**config.mk**
```make
export PLATFORM = sky130hd
export DESIGN_NAME = execute_div_sequencer
export DESIGN_NICKNAME = d
export VERILOG_FILES = /design/src/rtl/execute_div_sequencer.sv
export SDC_FILE = /design/constraint.sdc
export NUM_CORES = 1
export LEC_CHECK = 0
export BUFFER_PORTS_ARGS = -buffer_cell sky130_fd_sc_hd__buf_2
export CORE_MARGIN = 3
export CORE_UTILIZATION = 30
export DETAILED_ROUTE_END_ITERATION = 6
export PLACE_DENSITY_LB_ADDON = 0.25
export SETUP_SLACK_MARGIN = 0.05
export SLEW_MARGIN = 5
export SYNTH_ARGS = -nofsm -noshare
export SYNTH_HDL_FRONTEND = slang
export SYNTH_SLANG_ARGS = --single-unit
```
**constraint.sdc**
```tcl
create_clock -name clk -period 2.37 [get_ports clk]
set_clock_uncertainty 0.1 [all_clocks]
set_input_delay 0.711 -clock clk [delete_from_list [all_inputs] [get_ports clk]]
set_output_delay 0.711 -clock clk [all_outputs]
set_load 0.02 [all_outputs]
```
**src/rtl/execute_div_sequencer.sv**
```systemverilog
// Sequences divw/divwu ops from execute into the iterative divider and returns result, XER OV/SO and CR0.
// Optional build macro DIV_SEQ_FASTPATH_EN: resolves b==1 and a==0 divides without the divider.
module execute_div_sequencer #(
    parameter int WIDTH = 32
) (
    input  logic             clk,
    input  logic             reset_n,
    input  logic             req_valid,
    output logic             req_ready,
    input  logic             req_unsigned,
    input  logic             req_oe,
    input  logic             req_xer_so,
    input  logic [WIDTH-1:0] req_a,
    input  logic [WIDTH-1:0] req_b,
    input  logic             flush,
    output logic             div_enable,
    output logic             div_unsigned,
    output logic [WIDTH-1:0] div_a,
    output logic [WIDTH-1:0] div_b,
    input  logic             div_done,
    input  logic [WIDTH-1:0] div_out,
    input  logic             div_ov,
    output logic             res_valid,
    input  logic             res_ready,
    output logic [WIDTH-1:0] res_value,
    output logic             res_ov,
    output logic             res_so,
    output logic             res_wr_xer,
    output logic [3:0]       res_cr0
);

    typedef enum logic [1:0] {
        IDLE   = 2'd0,
        RUN    = 2'd1,
        RESULT = 2'd2,
        DRAIN  = 2'd3
    } state_t;

    state_t           state_q, state_d;
    logic [WIDTH-1:0] a_q, a_d;
    logic [WIDTH-1:0] b_q, b_d;
    logic [WIDTH-1:0] val_q, val_d;
    logic             uns_q, uns_d;
    logic             oe_q, oe_d;
    logic             so_q, so_d;
    logic             ov_q, ov_d;
    logic             en_q, en_d;
    logic             accept;

    // {LT,GT,EQ,SO} from a signed compare against zero
    function automatic logic [3:0] cr0_of(input logic [WIDTH-1:0] v, input logic so);
        logic neg;
        logic zero;
        neg  = v[WIDTH-1];
        zero = (v == '0);
        return {neg, ~neg & ~zero, zero, so};
    endfunction

    // Never accept while the divider still reports done from an earlier op.
    assign req_ready = (state_q == IDLE) & ~div_done & ~flush;
    assign accept    = req_valid & req_ready;

`ifdef DIV_SEQ_FASTPATH_EN
    logic fast_one;
    logic fast_zero;

    assign fast_one  = (req_b == WIDTH'(1));
    assign fast_zero = (req_a == '0) && (req_b != '0);
`endif

    always_comb begin
        state_d = state_q;
        a_d     = a_q;
        b_d     = b_q;
        val_d   = val_q;
        uns_d   = uns_q;
        oe_d    = oe_q;
        so_d    = so_q;
        ov_d    = ov_q;
        en_d    = en_q;

        case (state_q)
            IDLE: begin
                if (accept) begin
                    a_d   = req_a;
                    b_d   = req_b;
                    uns_d = req_unsigned;
                    oe_d  = req_oe;
                    so_d  = req_xer_so;
`ifdef DIV_SEQ_FASTPATH_EN
                    if (fast_one || fast_zero) begin
                        val_d   = fast_one ? req_a : '0;
                        ov_d    = 1'b0;
                        state_d = RESULT;
                    end else begin
                        en_d    = 1'b1;
                        state_d = RUN;
                    end
`else
                    en_d    = 1'b1;
                    state_d = RUN;
`endif
                end
            end
            RUN: begin
                // Flush wins even when done arrives in the same cycle.
                if (flush) begin
                    en_d    = 1'b0;
                    state_d = DRAIN;
                end else if (div_done) begin
                    val_d   = div_out;
                    ov_d    = div_ov;
                    en_d    = 1'b0;
                    state_d = RESULT;
                end
            end
            RESULT: begin
                if (flush) begin
                    state_d = DRAIN;
                end else if (res_ready) begin
                    state_d = div_done ? DRAIN : IDLE;
                end
            end
            DRAIN: begin
                en_d = 1'b0;
                if (!div_done) begin
                    state_d = IDLE;
                end
            end
            default: begin
                en_d    = 1'b0;
                state_d = IDLE;
            end
        endcase
    end

    always_ff @(posedge clk or negedge reset_n) begin
        if (!reset_n) begin
            state_q <= IDLE;
            a_q     <= '0;
            b_q     <= '0;
            val_q   <= '0;
            uns_q   <= 1'b0;
            oe_q    <= 1'b0;
            so_q    <= 1'b0;
            ov_q    <= 1'b0;
            en_q    <= 1'b0;
        end else begin
            state_q <= state_d;
            a_q     <= a_d;
            b_q     <= b_d;
            val_q   <= val_d;
            uns_q   <= uns_d;
            oe_q    <= oe_d;
            so_q    <= so_d;
            ov_q    <= ov_d;
            en_q    <= en_d;
        end
    end

    assign div_enable   = en_q;
    assign div_unsigned = uns_q;
    assign div_a        = a_q;
    assign div_b        = b_q;

    assign res_valid  = (state_q == RESULT);
    assign res_value  = val_q;
    assign res_ov     = ov_q & oe_q;
    assign res_so     = so_q | res_ov;
    assign res_wr_xer = oe_q;
    // CR0 is forced to zero outside RESULT so the port reads 0 out of reset.
    assign res_cr0    = res_valid ? cr0_of(val_q, res_so) : 4'b0000;

endmodule
```
After elaboration in Yosys (flattened, before gate mapping). Cells that the tools add are included.

Flip-flop bits (word level): 103. Latch bits: 0. Bits in writable memories: 0. ROM bits: 0. Bits of input ports: 106. Output and inout bits: 107. Memories: 0.

Add/subtract/negate cells: 0. Multiply operators: 0. Div/mod/pow operators: 0. $lt $le $gt $ge: 0. Equal/unequal tests: 7. Shift operators: 0. Multiplexer cells: 13. Bitwise logic cells: 10. Reduce and logical (&&, ||, !) cells: 7.

Operator list (number): $logic_not 32->1 (1); $mux 2 (7); $pmux 2 s4 (1); $reduce_and 3->1 (2); $and 1x1->1 (5); $eq 2x2->1 const B (2); $mux 4 (1); $ne 2x2->1 const B (2); $not 1->1 (4); $reduce_and 4->1 (1); $mux 1 (3); $ne 3x2->1 const B (1); $ne 3x3->1 const B (1); $pmux 1 s3 (1); $reduce_bool 3->1 (1); $eq 2x1->1 const B (1); $logic_not 2->1 (1); $reduce_and 2->1 (1); $or 1x1->1 (1).

Logic depth before layout (Yosys ltp).
Word-level depth: 6. Mapped depth: 6. Gate-level depth less buffers: 3.

Least setup slack after synthesis. Ideal clock, no wire load.

Path type: input port to flip-flop. Start: input flush. End: register a_q[30], in the netlist div_a[30]. Library setup time: 0.125 ns. Arrival time: 1.975 ns. Required time: 2.145 ns. Path slack: 0.170 ns. Stages: 6. Cell sequence: buf_2 > nor4_4 > nand2_2 > buf_6 > buf_6 > mux2_4.

Word-level cells in the longest chain between the ends: 4.

Ends and longest elaborated chain: start: declaration (RTL line 15) `input logic flush,`; $not 1->1 (no line); $and 1x1->1 (RTL line 60) `assign req_ready = (state_q == IDLE) & ~div_done & ~flush;`; via req_ready (RTL line 9) `output logic req_ready,`; $and 1x1->1 (RTL line 61) `assign accept = req_valid & req_ready;`; $reduce_and 2->1 (no line); end signal: assignment (RTL line 140) `a_q <= '0;`; end signal: assignment (RTL line 150) `a_q <= a_d;`; end: declaration (RTL line 40) `logic [WIDTH-1:0] a_q, a_d;`.

The timed path passes the listed nets, and every way through them passes these cells. A chain may end at the register's enable or synchronous reset.

Final worst setup path.
Start: register val_q[1], in the netlist res_value[1]. End: output res_cr0[2].

Word-level cells in the longest chain between the ends: 4.

Ends and longest elaborated chain: start: declaration (RTL line 42) `logic [WIDTH-1:0] val_q, val_d;`; start signal: assignment (RTL line 152) `val_q <= val_d;`; $logic_not 32->1 (RTL line 55) `zero = (v == '0);`; $not 1->1 (RTL line 56) `return {neg, ~neg & ~zero, zero, so};`; $and 1x1->1 (RTL line 56); $mux 4 (RTL line 172) `assign res_cr0 = res_valid ? cr0_of(val_q, res_so) : 4'b0000;`; end: declaration (RTL line 29) `output logic [3:0] res_cr0`.

Every way passes these cells.

==> flow_summary.toml <==
[outcome]
outcome = "complete, but fails checks"
violations = "setup timing"

[clock_tree]
clkTransAtPathRegs_ps = 70
clock_latency_ps = 340
cts_max_level = 3
cts_root_buf = "clkbuf_16"
cts_tree = "built"
cts_sinks = 103
hold_buffers = 0
cts_made_buffers = 9
clockBufferDepth = 2

[critical_path]
path_max_fanout = 3
crit_slowest_cell = "dfrtp_1"
worstRegToRegCells = 3
slowest_delay_ps = 400
critPathLaunchType = "flip-flop"
worstPathArrival_ps = 1630
end_kind = "output port"
required_ps = 1560
path_cells = "nor4_2 -> nand4_1 -> o21a_1 -> buf_6"
path_class = "reg2out"

[global_routing]
grt_pass1_vias = 3141
antenna_found_initial = 0
grt_overflow = 0
gr-usage-all-layers_pct = 13.2
grt_max_degree = 68
grt_pass1_wl_um = 16600

[yosys]
synth_mux_area_share_pct = 30.4
synth_top_family_by_area = "multiplexers"
synthArstFlopShare_pct = 100
synthFlopType = "dfrtp_1"
synthCells = 251
synth-simple-area-share_pct = 3.90
synth-compound-area-share_pct = 1.58
synth_xor_area_share_pct = 0
synth.avg_cell_area_um2 = 16.7
synthTopCellsByArea = "dfrtp_1, mux2_2, mux2_4, buf_6, nor4_1"
syn_nets = 357
syn_area_mm2 = 0.00420
yosysUniqueCellTypes = 26
synth_warnings = 0
yosys.area.top_type = "dfrtp_1"
synth_edf_count = 0
yosys.area_share.adder_pct = 0
synth-seq-cells = 103
synth.yosys.seq_area_share_pct = 61.3
yosysTopAreaCellShare_pct = 61.3

[routing]
drtPass1Iterations = 4
wl_per_cell_um = 15.5
route.detailed.drc = 0
wl_um = 10100
vias = 2879
drtIter0Drc = 67
drtAntennaViolNets = 0
vias_per_cell = 4.42

[floorplan]
die_h_um = 124
ioPinCount = 213
core_area_mm2 = 0.0135
core.rowCount = 42
die_w_um = 124
dieArea_mm2 = 0.0155
initial_core_util_pct = 31.2

[sta]
finalHoldViolCount = 0
slew_violations = 0
min_period_ps = 2440
fmax_mhz = 409
fin_ws_ps = -74.8
worstMarginPinSlew_ps = 429
rsz0062_at_grt = "true"
setup_viol = 2
slew_headroom_pct = 71.4
hold_ws_ps = 178
fin_crit_sh_pct = 103

[placed_design]
hpwlAfterDp_um = 7310
postPlaceCellArea_mm2 = 0.00547
routabilityCongestion = 0.762
io_buffers = 212

[worst_hold_path]
hp-class = "in2async"

[power_and_ir_drop]
leakage_nw = 3.05
power_w = 0.00850
p_per_area_mw_per_mm2 = 1450
peakVddDrop_mv = 0.805

[layout]
final_cell_area_mm2 = 0.00588
diodes = 0
syn_to_final_growth_pct = 39.9
nets = 578
n_fill_cell = 1287
drive_gt1_share_pct = 73.5

[job]
drv_cap = 0
==> worst max-delay path: cells and delay by family (launching register included) <==
family	cells	cell delay [ps]
simple gates	2	520
buf+inv	1	130
flops	1	400
compound gates	1	240
==> worst paths after layout <==
kind / slack (ps) / startpoint / to
setup / recovery: -70 / res_value[1]$_DFFE_PN0P_ / res_cr0[2]
min in group clk: 400 / div_a[23]$_DFFE_PN0P_ / div_a[23]$_DFFE_PN0P_
hold reg to reg: 400 / div_a[23]$_DFFE_PN0P_ / div_a[23]$_DFFE_PN0P_
setup reg to reg: 630 / state_q[1]$_DFFE_PN0P_ / res_value[31]$_DFFE_PN0P_
hold / removal: 180 / reset_n / div_b[10]$_DFFE_PN0P_
max in group asynchronous: 1340 / reset_n / state_q[0]$_DFFE_PN0P_
==> per-stage QoR <==
stage | setup WS (ps) | setup TNS [ps] | instances | utilization, %
after CTS | -84.1 | -154 | 651 | 43.5
after global placement | 144 | 0 | 633 | 40.6
after global routing | -128 | -247 | 652 | 43.7
after floorplan | 170 | 0 | 251 | -
final | -74.8 | -133 | 652 | 43.7
after detailed placement | 148 | 0 | 633 | 40.6
==> metal layers <==
metal	routed length [um]	global-route usage, %	up-vias
met5	0	0	-
met2	4950	21.3	126
li1	-	-	1337
met3	908	6.30	7
met4	93	3.09	0
met1	4160	16.1	1409
==> cell usage in the layout, fill, tap and decap left out, types with 2 or more instances in the layout <==
cell type,count
a21oi_1,2
and2_4,2
buf_12,3
buf_2,208
buf_4,8
buf_6,2
bufinv_16,2
clkbuf_16,9
clkinv_2,2
dfrtp_1,102
inv_1,4
mux2_2,60
mux2_4,40
nand4_1,2
nor4_1,2
nor4_2,5
nor4_4,3
o21a_1,2
o21ai_0,2
==> what timing repair did <==
action	in CTS	in global routing
resized for setup	9	7
setup buffers	3	1
pin swaps	8	2
setup endpoints to repair	3	4
==> power breakdown <==
part	internal, W	switching (W)	total [W]
Clock	0.000945	0.000621	0.00157
Sequential	0.00263	0.000592	0.00322
Combinational	0.00173	0.00199	0.00371
Total	0.00530	0.00320	0.00850
==> kinds of logic (layout without fill, tap and decap cells) <==
logic type      count (synthesis)  after routing
mux                           100            100
flops                         103            103
buf+inv                        16            241
simple gates                   22             22
compound gates                 10             10
==> state kept, by name, indices dropped and copies added (netlist names) <==
| register | flops |
|---|---|
| div_a | 32 |
| div_b | 32 |
| div_enable | 1 |
| div_unsigned | 1 |
| ov_q | 1 |
| res_value | 32 |
| res_wr_xer | 1 |
| so_q | 1 |
| state_q | 2 |
==> final cells by class <==
cell class / instances / area, um2 / area share (%)
clock inverters: 4 / 70.1 / 1.19
flip-flops and latches: 103 / 2580 / 43.9
clock buffers: 11 / 243 / 4.13
multi-input cells: 132 / 1570 / 26.6
inverters: 5 / 18.8 / 0.319
repair buffers: 221 / 1180 / 20.1
well taps: 176 / 220 / 3.75
==> Yosys cell counts, types with 2 or more instances <==
master / count
o21a_1: 2
inv_1: 4
dfrtp_1: 103
a21oi_1: 2
nand4_1: 2
mux2_2: 60
and2_1: 2
buf_2: 4
buf_6: 7
o21ai_0: 2
nor4_4: 2
nor4_1: 8
mux2_4: 40
(Power assumes the default switching activity.)
